===== config.mk =====
export PLATFORM = sky130hd
export DESIGN_NAME = manual_phase_ctrl
export DESIGN_NICKNAME = d
export VERILOG_FILES = /design/src/rtl/traffic_pkg.sv /design/src/rtl/button_sync_edge.sv /design/src/rtl/manual_phase_ctrl.sv
export SDC_FILE = /design/constraint.sdc
export NUM_CORES = 1
export LEC_CHECK = 0
export CAP_MARGIN = 20
export CORE_MARGIN = 4
export CORE_UTILIZATION = 40
export CTS_BUF_LIST = sky130_fd_sc_hd__clkbuf_2
export DETAILED_ROUTE_END_ITERATION = 7
export HOLD_SLACK_MARGIN = 0.02
export PLACE_DENSITY = 0.82
export SYNTH_ARGS = -nofsm -noshare
export SYNTH_HDL_FRONTEND = slang
export SYNTH_SLANG_ARGS = --single-unit

===== constraint.sdc =====
create_clock -name clk -period 3.1 [get_ports clk]
set_clock_uncertainty 0.2 [all_clocks]
set_input_delay 0.775 -clock clk [delete_from_list [all_inputs] [get_ports clk]]
set_output_delay 0.775 -clock clk [all_outputs]
set_load 0.005 [all_outputs]

===== src/rtl/traffic_pkg.sv =====
// Shared types and helpers for the intersection controller: state codes and time constants.
package traffic_pkg;

    typedef enum logic [2:0] {
        IDLE    = 3'd0,
        GREEN   = 3'd1,
        YELLOW  = 3'd2,
        ALL_RED = 3'd3
    } state_t;

    localparam int MAX_TIME_W = 32;

    // All-ones value of the requested width, right-aligned in a MAX_TIME_W word.
    function automatic logic [MAX_TIME_W-1:0] time_all_ones(input int width);
        logic [MAX_TIME_W-1:0] v;
        v = '0;
        for (int i = 0; i < MAX_TIME_W; i++) begin
            if (i < width) begin
                v[i] = 1'b1;
            end else begin
                v[i] = 1'b0;
            end
        end
        return v;
    endfunction

endpackage


===== src/rtl/button_sync_edge.sv =====
// Three-flop synchroniser for an asynchronous push button with a one-cycle rising-edge pulse.
module button_sync_edge (
    input  logic clk,
    input  logic reset,
    input  logic btn_i,
    output logic edge_o
);

    logic [2:0] sync_q;

    // Shift chain: [0] and [1] resolve metastability, [2] remembers the previous level.
    always_ff @(posedge clk) begin
        if (reset) begin
            sync_q <= 3'b000;
        end else begin
            sync_q <= {sync_q[1:0], btn_i};
        end
    end

    assign edge_o = sync_q[1] & ~sync_q[2];

endmodule


===== src/rtl/manual_phase_ctrl.sv =====
// Manual-mode N-phase traffic-light controller: button advances GREEN -> YELLOW -> (ALL_RED) -> next GREEN.
// Optional all-red clearance is built when ALL_RED_CLEAR_EN is defined.
module manual_phase_ctrl
    import traffic_pkg::*;
#(
    parameter  int NUM_PHASES = 2,
    parameter  int TIME_W     = 7,
    localparam int PH_W       = $clog2(NUM_PHASES)
) (
    input  logic                  clk,
    input  logic                  reset,
    input  logic                  enable,
    input  logic                  buttonChangeLight,
    input  logic [TIME_W-1:0]     yellowTime,
    input  logic [TIME_W-1:0]     allRedTime,
    output logic [2:0]            state,
    output logic [PH_W-1:0]       activePhase,
    output logic [NUM_PHASES-1:0] greenMask,
    output logic [NUM_PHASES-1:0] yellowMask,
    output logic [TIME_W-1:0]     timeRemain
);

    localparam logic [TIME_W-1:0] TIME_ONES = TIME_W'(time_all_ones(TIME_W));
    localparam logic [TIME_W-1:0] TIME_ONE  = {{(TIME_W-1){1'b0}}, 1'b1};
    localparam logic [PH_W-1:0]   LAST_PH   = PH_W'(NUM_PHASES - 1);

    state_t                  state_q, state_d;
    logic [PH_W-1:0]         phase_q, phase_d;
    logic [NUM_PHASES-1:0]   green_q, green_d;
    logic [NUM_PHASES-1:0]   yellow_q, yellow_d;
    logic [TIME_W-1:0]       time_q, time_d;
    logic                    btn_edge_s;
    logic [PH_W-1:0]         next_phase_s;

    function automatic logic [NUM_PHASES-1:0] phase_onehot(input logic [PH_W-1:0] ph);
        logic [NUM_PHASES-1:0] m;
        m     = '0;
        m[ph] = 1'b1;
        return m;
    endfunction

    // A zero duration still gives one cycle in the timed state.
    function automatic logic [TIME_W-1:0] at_least_one(input logic [TIME_W-1:0] t);
        if (t == '0) begin
            return TIME_ONE;
        end else begin
            return t;
        end
    endfunction

    button_sync_edge u_btn (
        .clk    (clk),
        .reset  (reset),
        .btn_i  (buttonChangeLight),
        .edge_o (btn_edge_s)
    );

    assign next_phase_s = (phase_q == LAST_PH) ? '0 : phase_q + PH_W'(1);

`ifndef ALL_RED_CLEAR_EN
    logic unused_all_red_s;
    assign unused_all_red_s = ^allRedTime;
`endif

    // Next-state and next-output logic; outputs are computed here so they register with the state.
    always_comb begin
        state_d  = state_q;
        phase_d  = phase_q;
        green_d  = green_q;
        yellow_d = yellow_q;
        time_d   = time_q;
        if (!enable) begin
            state_d  = IDLE;
            phase_d  = '0;
            green_d  = '0;
            yellow_d = '0;
            time_d   = '0;
        end else begin
            case (state_q)
                IDLE: begin
                    state_d  = GREEN;
                    phase_d  = '0;
                    green_d  = phase_onehot('0);
                    yellow_d = '0;
                    time_d   = TIME_ONES;
                end
                GREEN: begin
                    if (btn_edge_s) begin
                        state_d  = YELLOW;
                        green_d  = '0;
                        yellow_d = phase_onehot(phase_q);
                        time_d   = at_least_one(yellowTime);
                    end else begin
                        green_d  = phase_onehot(phase_q);
                        yellow_d = '0;
                        time_d   = TIME_ONES;
                    end
                end
                YELLOW: begin
                    if (time_q <= TIME_ONE) begin
`ifdef ALL_RED_CLEAR_EN
                        state_d  = ALL_RED;
                        green_d  = '0;
                        yellow_d = '0;
                        time_d   = at_least_one(allRedTime);
`else
                        state_d  = GREEN;
                        phase_d  = next_phase_s;
                        green_d  = phase_onehot(next_phase_s);
                        yellow_d = '0;
                        time_d   = TIME_ONES;
`endif
                    end else begin
                        time_d = time_q - TIME_ONE;
                    end
                end
`ifdef ALL_RED_CLEAR_EN
                ALL_RED: begin
                    if (time_q <= TIME_ONE) begin
                        state_d  = GREEN;
                        phase_d  = next_phase_s;
                        green_d  = phase_onehot(next_phase_s);
                        yellow_d = '0;
                        time_d   = TIME_ONES;
                    end else begin
                        time_d = time_q - TIME_ONE;
                    end
                end
`endif
                default: begin
                    state_d  = IDLE;
                    phase_d  = '0;
                    green_d  = '0;
                    yellow_d = '0;
                    time_d   = '0;
                end
            endcase
        end
    end

    // State and output registers.
    always_ff @(posedge clk) begin
        if (reset) begin
            state_q  <= IDLE;
            phase_q  <= '0;
            green_q  <= '0;
            yellow_q <= '0;
            time_q   <= '0;
        end else begin
            state_q  <= state_d;
            phase_q  <= phase_d;
            green_q  <= green_d;
            yellow_q <= yellow_d;
            time_q   <= time_d;
        end
    end

    assign state       = state_q;
    assign activePhase = phase_q;
    assign greenMask   = green_q;
    assign yellowMask  = yellow_q;
    assign timeRemain  = time_q;

endmodule


**Word level (Yosys, flattened, before mapping)**

Index checks and enable logic that the tools add are counted.

- Add/subtract/negate cells: 2
- Magnitude comparators: 5
- Equality and inequality tests: 4
- Muxes and demuxes: 20
- Bitwise logic cells: 4
- Reductions and logical operators: 7

Operator list:

| kind | number |
|---|---|
| 2-to-1 mux 7 bit | 3 |
| case mux 7 bit (3 select lines) | 1 |
| case mux 3 bit (3 select lines) | 1 |
| 2-to-1 mux 2 bit | 4 |
| less-or-equal comparator 7 x 1 -> 1 bit (second input constant) | 1 |
| zero test 7 bit | 1 |
| subtractor 7 x 1 -> 7 bit (second input constant) | 1 |
| 2-to-1 mux 3 bit | 2 |
| case mux 2 bit (3 select lines) | 1 |
| < comparator 1 x 2 -> 1 bit (second input constant) | 2 |
| 2-to-1 mux 1 bit | 4 |
| != test 2 bit (second input constant) | 2 |
| case mux 2 bit (2 select lines) | 1 |
| AND reduction 2 bit | 2 |
| == test 3 x 1 -> 1 bit (second input constant) | 1 |
| == test 3 x 2 -> 1 bit (second input constant) | 1 |
| zero test 3 bit | 1 |
| NOT 1 bit | 3 |
| demux 1 bit (select 1 bit) | 2 |
| >= comparator 1 bit (second input constant) | 2 |
| logical AND 1 bit | 2 |
| case mux 1 bit (2 select lines) | 1 |
| OR reduction 2 bit | 1 |
| adder 1 bit (second input constant) | 1 |
| bitwise AND 1 bit | 1 |

- Register bits: 18
- Output and inout bits: 15

**Depth between registers and ports, before layout**

Gate-level depths: netlist (run 1).

- Depth after elaboration: 8
- Depth in mapped cells: 6
- Mapped depth without buffers: 6

**Cells and area by module**

From an unflattened synthesis (run 1), not the netlist that was laid out.

- Cells, all modules: 91
- Area, all modules: 812.0 µm²

Modules (own cells, without submodules):

| module | instances | cells an instance | area each (µm²) |
|---|---|---|---|
| manual_phase_ctrl | 1 | 84 | 724.4 |
| button_sync_edge | 1 | 7 | 87.6 |

**Least setup slack after synthesis (run 1)**

No wires, ideal clock.

- Kind: reg2reg
- From: register time_q[5] (netlist: timeRemain[5])
- To: register phase_q (netlist: activePhase)
- Library setup time: 0.079 ns
- Data arrival time: 1.807 ns
- Data required time: 2.821 ns
- Slack: 1.014 ns
- Stages on the path, launching flop included: 5
- Buffers on the path: 0
- Clock period less this slack: 2.086 ns
- Cell sequence: dfxtp_1 or4_4 or3_1 or4_1 o211ai_1

- Word-level cells in the longest chain between the ends: 3

Ends and longest elaborated chain:

| element | line | RTL |
|---|---|---|
| start: declaration | manual_phase_ctrl.sv:31 | `logic [TIME_W-1:0] time_q, time_d;` |
| start signal: assignment | manual_phase_ctrl.sv:154 | `time_q <= time_d;` |
| less-or-equal comparator 7 x 1 -> 1 bit | manual_phase_ctrl.sv:100 | `if (time_q <= TIME_ONE) begin` |
| != test 2 bit (no line) | -- |  |
| AND reduction 2 bit (no line) | -- |  |
| end signal: assignment | manual_phase_ctrl.sv:151 | `phase_q <= phase_d;` |
| end: declaration | manual_phase_ctrl.sv:28 | `logic [PH_W-1:0] phase_q, phase_d;` |

No other way between the ends.
A chain may end at the register's enable or synchronous reset.

**Final worst setup path (run 1)**

- From: register phase_q (netlist: activePhase)
- To: output port activePhase

RTL lines:

| element | line | RTL |
|---|---|---|
| end: declaration | manual_phase_ctrl.sv:17 | `output logic [PH_W-1:0] activePhase,` |

No word-level cell between the ends.

==> results of run 1 <==
[worst max path at each step]
stage,depth (start not counted),slack (ns),start,end
2_1_floorplan,4,1.01,timeRemain[5]$_SDFF_PP0_,activePhase$_SDFFE_PP0P_
3_3_place_gp,5,0.69,reset,timeRemain[4]$_SDFF_PP0_
3_5_place_dp,5,0.62,reset,timeRemain[4]$_SDFF_PP0_
4_1_cts,1,0.74,state[0]$_SDFFE_PP0P_,state[0]
5_1_grt,1,0.67,state[0]$_SDFFE_PP0P_,state[0]
6_report,1,0.75,activePhase$_SDFFE_PP0P_,activePhase
[routing by layer]
| metal | GRT usage | wire length, um | vias up |
|---|---|---|---|
| li1 | - | - | 366 |
| met4 | 0.05106 | 7 | 0 |
| met3 | 0.02564 | 81 | 2 |
| met1 | 0.1699 | 791 | 330 |
| met5 | 0 | 0 | - |
| met2 | 0.1967 | 805 | 14 |
[power groups by stage]
stage                     clock network, mW  registers [mW]  logic [mW]
after global placement                    0           0.241      0.0649
after CTS                             0.103           0.236      0.0666
after floorplan                           0           0.239      0.0351
after detailed placement                  0           0.241      0.0663
after global routing                  0.112           0.238      0.0725
final                                0.0978           0.236      0.0664
[placed cells by master, fill, tap and decap left out]
master,instances
sky130_fd_sc_hd__o22ai_1,1
sky130_fd_sc_hd__nand2b_1,2
sky130_fd_sc_hd__o211ai_1,1
sky130_fd_sc_hd__xor2_1,2
sky130_fd_sc_hd__nand3_1,2
sky130_fd_sc_hd__clkbuf_2,3
sky130_fd_sc_hd__nor2_1,3
sky130_fd_sc_hd__or3_2,1
sky130_fd_sc_hd__o31ai_1,3
sky130_fd_sc_hd__o21ba_2,1
sky130_fd_sc_hd__xnor2_1,3
sky130_fd_sc_hd__clkinv_2,1
sky130_fd_sc_hd__o32ai_1,1
sky130_fd_sc_hd__a21oi_1,9
sky130_fd_sc_hd__or3_1,2
sky130_fd_sc_hd__ha_1,2
sky130_fd_sc_hd__or4_1,2
sky130_fd_sc_hd__nor3_1,3
sky130_fd_sc_hd__o2111ai_1,1
sky130_fd_sc_hd__dfxtp_1,17
sky130_fd_sc_hd__clkdlybuf4s50_1,24
sky130_fd_sc_hd__nand4_1,1
sky130_fd_sc_hd__conb_1,1
sky130_fd_sc_hd__nand2_1,6
sky130_fd_sc_hd__o21ai_0,8
sky130_fd_sc_hd__nor2b_1,6
sky130_fd_sc_hd__inv_1,4
sky130_fd_sc_hd__o311ai_0,1
sky130_fd_sc_hd__or4_4,1
sky130_fd_sc_hd__a31oi_1,1
sky130_fd_sc_hd__a2bb2oi_1,1
[through the flow]
step	instance area (um^2)	hold WS (ns)
finish	1054	0.2627
global route	1054	0.2827
CTS	1054	0.2671
detailed placement	1033	0.2340
global placement	1033	0.2211
floorplan	782.0	0.2138
[state kept, by name, summed over array words and instances, names as in the netlist]
name,cells
greenMask,2
timeRemain,7
u_btn.sync_q,3
activePhase,1
yellowMask,2
state,2
[final cells by class]
| type | instances | area [um^2] |
|---|---|---|
| inverter | 4 | 15.01 |
| sequential | 17 | 340.3 |
| timing repair buffer | 24 | 240.2 |
| fill | 158 | 729.5 |
| clock inverter | 1 | 5.005 |
| clock buffer | 3 | 15.01 |
| tap | 25 | 31.28 |
| multi-input combinational | 65 | 406.6 |
[cells by family (layout without fill, tap and decap cells)]
logic type | after synthesis | after routing | share of synthesized area
AND/OR/NAND/NOR | 29 | 29 | 0.2064
AO/OA/AOI/OAI | 28 | 28 | 0.2208
flip-flops | 17 | 17 | 0.4352
buffers and inverters | 8 | 32 | 0.04480
XOR/XNOR | 5 | 5 | 0.05601
adder cells (fa/ha/maj) | 2 | 2 | 0.03199
other | 1 | 1 | 0.004795
==> summary.txt, run 1 <==
Floorplan
  – Die boundary width: 52.22 um
  – Std-Cell Rows: 15
  – Core box area: 0.001783 mm^2
  – Initial cell density of the core: 0.4386
  – Full die area: 0.002726 mm^2
  – Die height: between 50 and 60 um
  – Boundary Pins: 33

Logic synthesis
  – Top post-synthesis cells by area: sky130_fd_sc_hd__dfxtp_1 (44%), sky130_fd_sc_hd__a21oi_1 (5.8%), sky130_fd_sc_hd__o21ai_0 (5.1%)
  – Cell type contributing the most total cell area after synthesis: sky130_fd_sc_hd__dfxtp_1
  – Flip-flop and latch count after synthesis: 17
  – Main flop type after synthesis: sky130_fd_sc_hd__dfxtp_1
  – Number of standard cells after synthesis: 90
  – Net count of the mapped netlist: 110
  – Count of synthesis-stage warnings from yosys: 0
  – Most used standard cell by instance count after synthesis: sky130_fd_sc_hd__dfxtp_1
  – Number of distinct library cells after synthesis: 31
  – Part of the Yosys area used for sequential elements: 0.4352
  – Post-synth top cells: sky130_fd_sc_hd__dfxtp_1 (17), sky130_fd_sc_hd__a21oi_1 (9), sky130_fd_sc_hd__o21ai_0 (8)
  – Netlist area before placement: 782.0 um^2
  – Post-synth top area share: 0.4352
  – Syn_area_per_cell: 8.689 um^2
  – Share of flip-flops with an asynchronous set or reset: 0
  – Post-synth EDFFs: 0

Timing
  – Hold Fails Final Rpt: 0
  – # setup viols final: 0
  – Fin crit share: 0.7575
  – Unrepaired setup endpoints after global routing: no
  – Max_slew headroom: 0.6111
  – Post-layout minimum cycle time: 2.348 ns
  – Actual transition at the worst max-transition pin: 0.5784 ns
  – Final setup slack of the worst path: 0.7518 ns
  – Fmax: between 400 and 500 MHz
  – Setup tns final: 0 ns
  – Number of max-slew violations in the final report: 0

Worst setup path
  – Class of the most critical setup path: reg2out
  – Flop-to-flop setup slack: 0.92 ns
  – Number of buffer and inverter instances along the worst setup path: 1
  – Maximum fanout count along the critical path: 10
  – Startpoint kind of the worst setup timing path: register
  – Sequence of cells on the critical path: clkdlybuf4s50_1
  – Reg-to-reg critical path startpoint: timeRemain[5]$_SDFF_PP0_
  – Reg-to-reg endpoint: activePhase$_SDFFE_PP0P_
  – Arr. time, crit path: between 1 and 1.5 ns
  – Category of the worst setup path capture point: primary output
  – Required time of the critical path: 2.12 ns
  – Slowest cell on the critical path: sky130_fd_sc_hd__clkdlybuf4s50_1
  – Worst stage delay on the critical path: 0.56 ns
  – FF-to-FF path depth: 4
  – Kind of cell adding the most delay to the critical path: buffers and inverters

Power and ir drop
  – P_leak: roughly 0.38 nW
  – Power Internal: 296.7 uW
  – Switching share of total power: 0.2590
  – Peak supply drop: 0.2540 mV
  – Total power draw: 400.4 uW
  – Sequential cell fraction of total power: 0.590
  – Clock network fraction of design power: 0.244
  – NetSw: 103.7 uW
  – Power Dens Cells: 380.0 mW/mm^2
  – Relative contribution of combinational cells to total power: 0.166

Detailed routing
  – Initial DRC Count: 11
  – Detail Route Antenna Nets: 0
  – First-pass DRT Iterations: 4
  – Routed via count: 712
  – Post-DR vias/cell: roughly 5.1
  – Number of DRC violations after detailed routing: 0
  – Routed length per placed instance: 12.13 um
  – Aggregate routed wire length: 1.686 mm

Run status
  – Run status: finished, final reports clean

Placement
  – Port Buffers: 24
  – Inst Count DP: around 140
  – Worst slack after detailed placement: 0.6178 ns
  – Final weighted congestion in routability-driven placement: 0.7861
  – HPWL reported at the end of detailed placement: 1.340 mm

Clock tree
  – Buffer type at the clock tree root: sky130_fd_sc_hd__clkbuf_2
  – Hold_buf cts: 0
  – Clock latency on the worst-skew pair: 0.28 ns
  – Count of clock tree sinks: 17
  – H-Tree Level Count: 1
  – Clock transition at the registers of the reported paths: 0.16 ns
  – Number of resized instances in the post-cts repair step: 0
  – CTS Buffer Depth: 2
  – Number of post-CTS setup repair buffers: 0
  – Number of clock buffers inserted by TritonCTS: 3
  – TritonCTS clock tree: built

Finish
  – Number of antenna cells inserted: 0
  – Final core utilization: 0.5909
  – Share of post-route cells with drive strength above 1: 0.06140
  – Post-layout instance count excluding filler cells: approximately 140
  – Nets: about 140
  – Area growth from synthesis to layout: 34.72%

Min path
  – Hold Crit Endpoint: u_btn.sync_q[1]$_SDFF_PP0_
  – Hold Path Origin: u_btn.sync_q[0]$_SDFF_PP0_
  – Number of cells traversed by the worst hold path: 1
  – Type of the worst min-delay path: reg2reg

Global routing
  – Antenna violations before repair: 0
  – Total congestion overflow after global routing: 0
  – Global-route wire length before repair: about 2.6 mm
  – Vias in the first global route: 628
  – Global-route usage over all layers: 0.1264
  – Largest net degree at the start of global routing: 11

Flow run
  – Max capacitance violation total: 0
(Power assumes the default switching activity.)
==> inputs of run 2 (changes only) <==
==> constraint.sdc (replaced) <==
create_clock -name clk -period 2.35 [get_ports clk]
set_clock_uncertainty 0.2 [all_clocks]
set_input_delay 0.5875 -clock clk [delete_from_list [all_inputs] [get_ports clk]]
set_output_delay 0.5875 -clock clk [all_outputs]
set_load 0.005 [all_outputs]
==> run 2 against run 1 <==
Against the previous run:
- sequential power rose by 32%
- critical path depth rose by 3
- largest cell class unchanged
- total power rose by 34%
- largest power group unchanged
==> summary.txt, run 2 (same netlist as run 1, synthesis figures left out) <==
Worst setup path
  – FF-to-FF path depth: 4
  – Worst stage delay on the critical path: 0.56 ns
  – Reg-to-reg critical path startpoint: timeRemain[5]$_SDFF_PP0_
  – Startpoint kind of the worst setup timing path: register
  – Slowest cell on the critical path: sky130_fd_sc_hd__or4_4
  – Sequence of cells on the critical path: or4_4, or3_1, or4_1, o211ai_1
  – Class of the most critical setup path: reg2reg
  – Start point of the critical path: timeRemain[5]$_SDFF_PP0_
  – Maximum fanout count along the critical path: 4
  – Flop-to-flop setup slack: 0.18 ns
  – Arr. time, crit path: 2.19 ns
  – Category of the worst setup path capture point: register
  – Required time of the critical path: 2.38 ns
  – Destination of the critical timing path: activePhase$_SDFFE_PP0P_
  – Reg-to-reg endpoint: activePhase$_SDFFE_PP0P_

Min path
  – Type of the worst min-delay path: reg2reg

Clock tree
  – TritonCTS clock tree: built
  – Number of post-CTS setup repair buffers: 0
  – CTS Buffer Depth: 2
  – Buffer type at the clock tree root: sky130_fd_sc_hd__clkbuf_2
  – Clock transition at the registers of the reported paths: 0.16 ns
  – Hold_buf cts: 0
  – Number of resized instances in the post-cts repair step: 0
  – Clock latency on the worst-skew pair: 0.29 ns
  – Count of clock tree sinks: 17
  – H-Tree Level Count: 1
  – Number of clock buffers inserted by TritonCTS: 3

Finish
  – Share of post-route cells with drive strength above 1: 0.09322
  – Commonest non-fill, non-tap cell in the layout: sky130_fd_sc_hd__clkdlybuf4s50_1
  – Design area: approximately 0.0011 mm^2
  – Area growth from synthesis to layout: 38.56%
  – Number of antenna cells inserted: 0
  – Nets: about 140
  – Commonest cells after routing, fill and taps aside: sky130_fd_sc_hd__clkdlybuf4s50_1 (24), sky130_fd_sc_hd__dfxtp_1 (17), sky130_fd_sc_hd__a21oi_1 (9), sky130_fd_sc_hd__o21ai_0 (8)
  – Flip-flop count of the largest register after layout: 7
  – Total of fill cells in the finished design: 160

Detailed routing
  – Initial DRC Count: 21
  – Aggregate routed wire length: 1.754 mm
  – Number of DRC violations after detailed routing: 0
  – Routed length per placed instance: roughly 12 um
  – First-pass DRT Iterations: 4
  – Post-DR vias/cell: 5.238
  – Detail Route Antenna Nets: 0
  – Routed via count: 749

Placement
  – Port Buffers: 24
  – HPWL reported at the end of detailed placement: 1.390 mm
  – Placed standard-cell area: 0.001064 mm^2
  – Final weighted congestion in routability-driven placement: about 0.8

Timing
  – Post-layout minimum cycle time: 2.166 ns
  – # setup viols final: 0
  – Hold Fails Final Rpt: 0
  – Unrepaired setup endpoints after global routing: no
  – Number of max-slew violations in the final report: 0
  – Fin crit share: 0.9216
  – Fmax: around 460 MHz
  – Setup tns final: 0 ns

Power and ir drop
  – Power Dens Cells: ~500 mW/mm^2
  – Peak supply drop: a little over 0.4 mV
  – Total power draw: between 500 and 600 uW
  – P_leak: between 0.3 and 0.4 nW

Global routing
  – Total congestion overflow after global routing: 0
  – Antenna violations before repair: 0
  – Largest net degree at the start of global routing: 11
  – Global-route wire length before repair: 2.904 mm
  – Global-route usage over all layers: 0.1435
  – Vias in the first global route: 672

Floorplan
  – Boundary Pins: 33
  – Initial cell density of the core: 0.4386
  – Die boundary width: ~52 um
  – Core box area: 0.001783 mm^2
  – Die height: ~52 um
  – Full die area: 0.002726 mm^2
  – Std-Cell Rows: 15

Flow run
  – Max capacitance violation total: 0

Run status
  – Run status: finished, final reports clean
## run 2: cell types whose count changed in the layout (fill, tap and decap cells not counted)
cell / previous run / this run
sky130_fd_sc_hd__clkbuf_2: 3 / 4
sky130_fd_sc_hd__buf_4: 0 / 4
sky130_fd_sc_hd__clkinv_2: 1 / 0
## run 2: critical path, delay by kind of cell, from the launching register on
kind	cells	cell delay, ns
AOI/OAI and AO/OA	1	0.09
DFF	1	0.37
and+or+nand+nor	3	1.45
## run 2: final cells by class
| cell class | instances | area, um^2 | share of cell area |
|---|---|---|---|
| Inverter | 4 | 15.01 | 0.01386 |
| Clock buffer | 4 | 20.02 | 0.01848 |
| Sequential cell | 17 | 340.3 | 0.3141 |
| Tap cell | 25 | 31.28 | 0.02887 |
| Multi-Input combinational cell | 65 | 406.6 | 0.3753 |
| Timing Repair Buffer | 28 | 270.3 | 0.2494 |
## run 2: worst min path at each step
stage	start	end	slack [ns]	cells after the start
6_report	u_btn.sync_q[0]$_SDFF_PP0_	u_btn.sync_q[1]$_SDFF_PP0_	0.26	1
5_1_grt	u_btn.sync_q[0]$_SDFF_PP0_	u_btn.sync_q[1]$_SDFF_PP0_	0.27	1
4_1_cts	u_btn.sync_q[0]$_SDFF_PP0_	u_btn.sync_q[1]$_SDFF_PP0_	0.26	1
3_5_place_dp	u_btn.sync_q[0]$_SDFF_PP0_	u_btn.sync_q[1]$_SDFF_PP0_	0.23	1
3_3_place_gp	u_btn.sync_q[0]$_SDFF_PP0_	u_btn.sync_q[1]$_SDFF_PP0_	0.22	1
2_1_floorplan	u_btn.sync_q[0]$_SDFF_PP0_	u_btn.sync_q[1]$_SDFF_PP0_	0.21	1
## run 2: metrics by stage
| stage | setup slack (ns) | util | instances | hold WS (ns) |
|---|---|---|---|---|
| floorplan | 0.2638 | - | 90 | 0.2138 |
| global placement | 0.2043 | 0.5965 | 139 | 0.2221 |
| detailed placement | 0.1886 | 0.5965 | 139 | 0.2349 |
| CTS | 0.1770 | 0.6077 | 143 | 0.2614 |
| global route | 0.1074 | 0.6077 | 143 | 0.2658 |
| finish | 0.1841 | 0.6077 | 143 | 0.2581 |
## run 2: report_power, final
part	internal [mW]	switching, mW	leakage, nW
logic	0.0564	0.0359	0.240
clock network	0.0451	0.0855	0.0166
registers	0.300	0.0123	0.140
total	0.401	0.134	0.397
## run 2: metal layers
| metal | GRT usage | vias up | part of all wire |
|---|---|---|---|
| met4 | 0.05532 | 0 | 0.018 |
| met1 | 0.1745 | 347 | 0.43 |
| met5 | 0 | - | 0 |
| met3 | 0.05128 | 4 | 0.048 |
| li1 | - | 378 | - |
| met2 | 0.2301 | 20 | 0.50 |
==> inputs of run 3 (changes only) <==
--- a/config.mk
+++ b/config.mk
@@ -5,6 +5,7 @@
 export SDC_FILE = /design/constraint.sdc
 export NUM_CORES = 1
 export LEC_CHECK = 0
+export ABC_AREA = 1
 export CAP_MARGIN = 20
 export CORE_MARGIN = 4
 export CORE_UTILIZATION = 40
==> constraint.sdc (replaced) <==
create_clock -name clk -period 1.8 [get_ports clk]
set_clock_uncertainty 0.2 [all_clocks]
set_input_delay 0.45 -clock clk [delete_from_list [all_inputs] [get_ports clk]]
set_output_delay 0.45 -clock clk [all_outputs]
set_load 0.005 [all_outputs]
==> run 3 against run 2 <==
Against the previous run:
- fmax up 28%
- hold slack lost 0.041 ns
- critical endpoint is now timeRemain[4]$_SDFF_PP0_
- combinational power grew 68%
- final cell count rose by 32%
- via count up 25%
- register-to-register slack got worse by 0.07 ns
- critical path depth increased by 4
- non-clock buffer count increased by 6
==> summary.txt, run 3 <==
Run status
  – Run status: finished, final reports clean

Placement
  – Port Buffers: 24
  – Final weighted congestion in routability-driven placement: between 0.8 and 0.9
  – HPWL reported at the end of detailed placement: 1.690 mm

Min path
  – Number of cells traversed by the worst hold path: 2
  – Type of the worst min-delay path: reg2reg
  – Hold Path Origin: u_btn.sync_q[0]$_SDFF_PP0_
  – Hold Crit Endpoint: u_btn.sync_q[1]$_SDFF_PP0_

Worst setup path
  – Category of the worst setup path capture point: register
  – Startpoint kind of the worst setup timing path: register
  – Required time of the critical path: 1.80 ns
  – Flop-to-flop setup slack: 0.11 ns
  – Maximum fanout count along the critical path: 6
  – Sequence of cells on the critical path: buf_4, inv_1, ha_1, nand2_1, nand2_1, nand2_1, o21ai_0, a21oi_1
  – Arr. time, crit path: 1.68 ns
  – Reg-to-reg critical path startpoint: timeRemain[0]$_SDFF_PP0_
  – Worst stage delay on the critical path: 0.35 ns
  – FF-to-FF path depth: 8
  – Reg-to-reg endpoint: timeRemain[4]$_SDFF_PP0_
  – Most common cell type on the critical path: sky130_fd_sc_hd__nand2_1
  – Slowest cell on the critical path: sky130_fd_sc_hd__dfxtp_2
  – Class of the most critical setup path: reg2reg

Finish
  – Commonest cells after routing, fill and taps aside: sky130_fd_sc_hd__nand2_1 (22), sky130_fd_sc_hd__nor2_1 (15), sky130_fd_sc_hd__a21oi_1 (13), sky130_fd_sc_hd__dfxtp_2 (13), sky130_fd_sc_hd__dlygate4sd2_1 (13)
  – Nets: about 180
  – Footprint of the flip-flops and latches: 360.3 um^2
  – Total of fill cells in the finished design: 202
  – Area growth from synthesis to layout: 40.42%
  – Flip-flop count of the largest register after layout: 7
  – Commonest non-fill, non-tap cell in the layout: sky130_fd_sc_hd__nand2_1
  – Area of combinational cells with multiple inputs: between 400 and 500 um^2
  – Number of antenna cells inserted: 0
  – Share of post-route cells with drive strength above 1: 0.2531

Clock tree
  – H-Tree Level Count: 1
  – Clock latency on the worst-skew pair: 0.29 ns
  – Count of clock tree sinks: 17
  – Clock transition at the registers of the reported paths: 0.16 ns
  – Number of clock buffers inserted by TritonCTS: 3
  – Hold_buf cts: 0
  – CTS Buffer Depth: 2
  – Buffer type at the clock tree root: sky130_fd_sc_hd__clkbuf_2
  – TritonCTS clock tree: built

Logic synthesis
  – Part of the Yosys area used for sequential elements: 0.3778
  – Most used standard cell by instance count after synthesis: sky130_fd_sc_hd__nand2_1
  – Netlist area before placement: about 900 um^2
  – Syn_area_per_cell: 7.150 um^2
  – Flip-flop and latch count after synthesis: 17
  – Post-synth top cells: sky130_fd_sc_hd__nand2_1 (22), sky130_fd_sc_hd__dfxtp_1 (17), sky130_fd_sc_hd__nor2_1 (15)
  – Main flop type after synthesis: sky130_fd_sc_hd__dfxtp_1
  – Count of synthesis-stage warnings from yosys: 0
  – Number of distinct library cells after synthesis: 24
  – Share of flip-flops with an asynchronous set or reset: 0
  – Post-synth top area share: 0.3778
  – Number of standard cells after synthesis: 126
  – Top post-synthesis cells by area: sky130_fd_sc_hd__dfxtp_1 (38%), sky130_fd_sc_hd__nand2_1 (9.2%), sky130_fd_sc_hd__a21oi_1 (7.2%)
  – Net count of the mapped netlist: 146
  – Post-synth EDFFs: 0
  – Cell type contributing the most total cell area after synthesis: sky130_fd_sc_hd__dfxtp_1

Floorplan
  – Boundary Pins: 33
  – Std-Cell Rows: 16
  – Full die area: 0.003075 mm^2
  – Core box area: 0.002042 mm^2
  – Initial cell density of the core: 0.4412
  – Die boundary width: ~55 um
  – Die height: about 55 um

Global routing
  – Largest net degree at the start of global routing: 10
  – Global-route wire length before repair: 3.822 mm
  – Vias in the first global route: 889
  – Global-route usage over all layers: 0.1495
  – Antenna violations before repair: 0
  – Total congestion overflow after global routing: 0

Timing
  – Number of max-slew violations in the final report: 0
  – Setup tns final: 0 ns
  – Fin crit share: 0.9375
  – Post-layout minimum cycle time: 1.688 ns
  – # setup viols final: 0
  – Unrepaired setup endpoints after global routing: no
  – Fmax: 592.6 MHz
  – Hold Fails Final Rpt: 0

Power and ir drop
  – P_leak: 0.6089 nW
  – Total power draw: roughly 730 uW
  – Peak supply drop: 0.4623 mV
  – Power Dens Cells: between 500 and 600 mW/mm^2

Detailed routing
  – Routed length per placed instance: 11.89 um
  – Detail Route Antenna Nets: 0
  – Highest routed metal layer: met4
  – Initial DRC Count: 22
  – Routed met3 length: 129 um
  – Length of routed wiring on met1: 998 um
  – Aggregate routed wire length: 2.247 mm
  – Number of DRC violations after detailed routing: 0
  – Met2 wirelength from detailed routing: 1.107 mm
  – First-pass DRT Iterations: 4
  – Post-DR vias/cell: 4.952
  – Routed via count: 936

Flow run
  – Max capacitance violation total: 0
-- run 3: cells by family after synthesis --
family                     share of synthesized area
AOI/OAI and AO/OA                             0.2000
xor gates and xnor gates                     0.01945
other                                       0.004163
and+or+nand+nor                               0.2917
adders and majority gates                    0.02777
buffers and inverters                        0.07916
DFF                                           0.3778
-- run 3: layer usage --
metal / track usage / vias to the layer above
met5: 0 / -
met4: 0.04167 / 0
met3: 0.03963 / 2
met2: 0.2551 / 28
met1: 0.1834 / 418
li1: - / 488
-- run 3: worst max-delay path by stage --
stage | start | to | slack, ns | cells past startpoint
finish | timeRemain[0]$_SDFF_PP0_ | timeRemain[4]$_SDFF_PP0_ | 0.11 | 8
global route | timeRemain[0]$_SDFF_PP0_ | timeRemain[4]$_SDFF_PP0_ | 0.04 | 8
CTS | timeRemain[4]$_SDFF_PP0_ | timeRemain[4] | 0.0009 | 1
detailed placement | reset | yellowMask[0]$_SDFFE_PP0P_ | 0.16 | 5
global placement | reset | state[1]$_SDFFE_PP0P_ | 0.17 | 5
floorplan | timeRemain[1]$_SDFF_PP0_ | activePhase$_SDFFE_PP0P_ | 0.35 | 9
-- run 3: critical path: cells and delay by family, from the launching register on --
family          cells  cell delay, ns
compound gates      2            0.27
flops               1            0.35
simple gates        3            0.20
fa+ha+maj           1            0.28
buf+inv             2            0.29
-- run 3: what timing repair did --
action / 4_1_cts / 5_1_grt
setup endpoints to repair: 14 / 1
buffers inserted: 6 / 0
resized for setup: 28 / 1
cloned: 0 / 0
-- run 3: layout make-up --
class,instances,area share
clock buffers,4,0.01583
inverters,16,0.04748
multi-input cells,91,0.3867
flip-flops and latches,17,0.2849
well taps,27,0.02671
repair buffers,34,0.2384
-- run 3: per-stage QoR --
stage                     hold slack (ns)  worst slack (ns)  area, um^2    util  instances
after floorplan                    0.1883            0.3454       900.9       -        126
after global placement             0.1951            0.1699        1194  0.5846        179
after detailed placement           0.1999            0.1639        1194  0.5846        179
after CTS                          0.2216         0.0009347        1262  0.6183        189
after global routing               0.2372           0.03652        1265  0.6195        189
final                              0.2172            0.1125        1265  0.6195        189
-- run 3: power breakdown --
group / leakage [nW] / internal (mW) / switching, mW
combinational: 0.447 / 0.0727 / 0.0824
sequential: 0.145 / 0.392 / 0.00847
clock: 0.0166 / 0.0589 / 0.117
total: 0.609 / 0.524 / 0.208
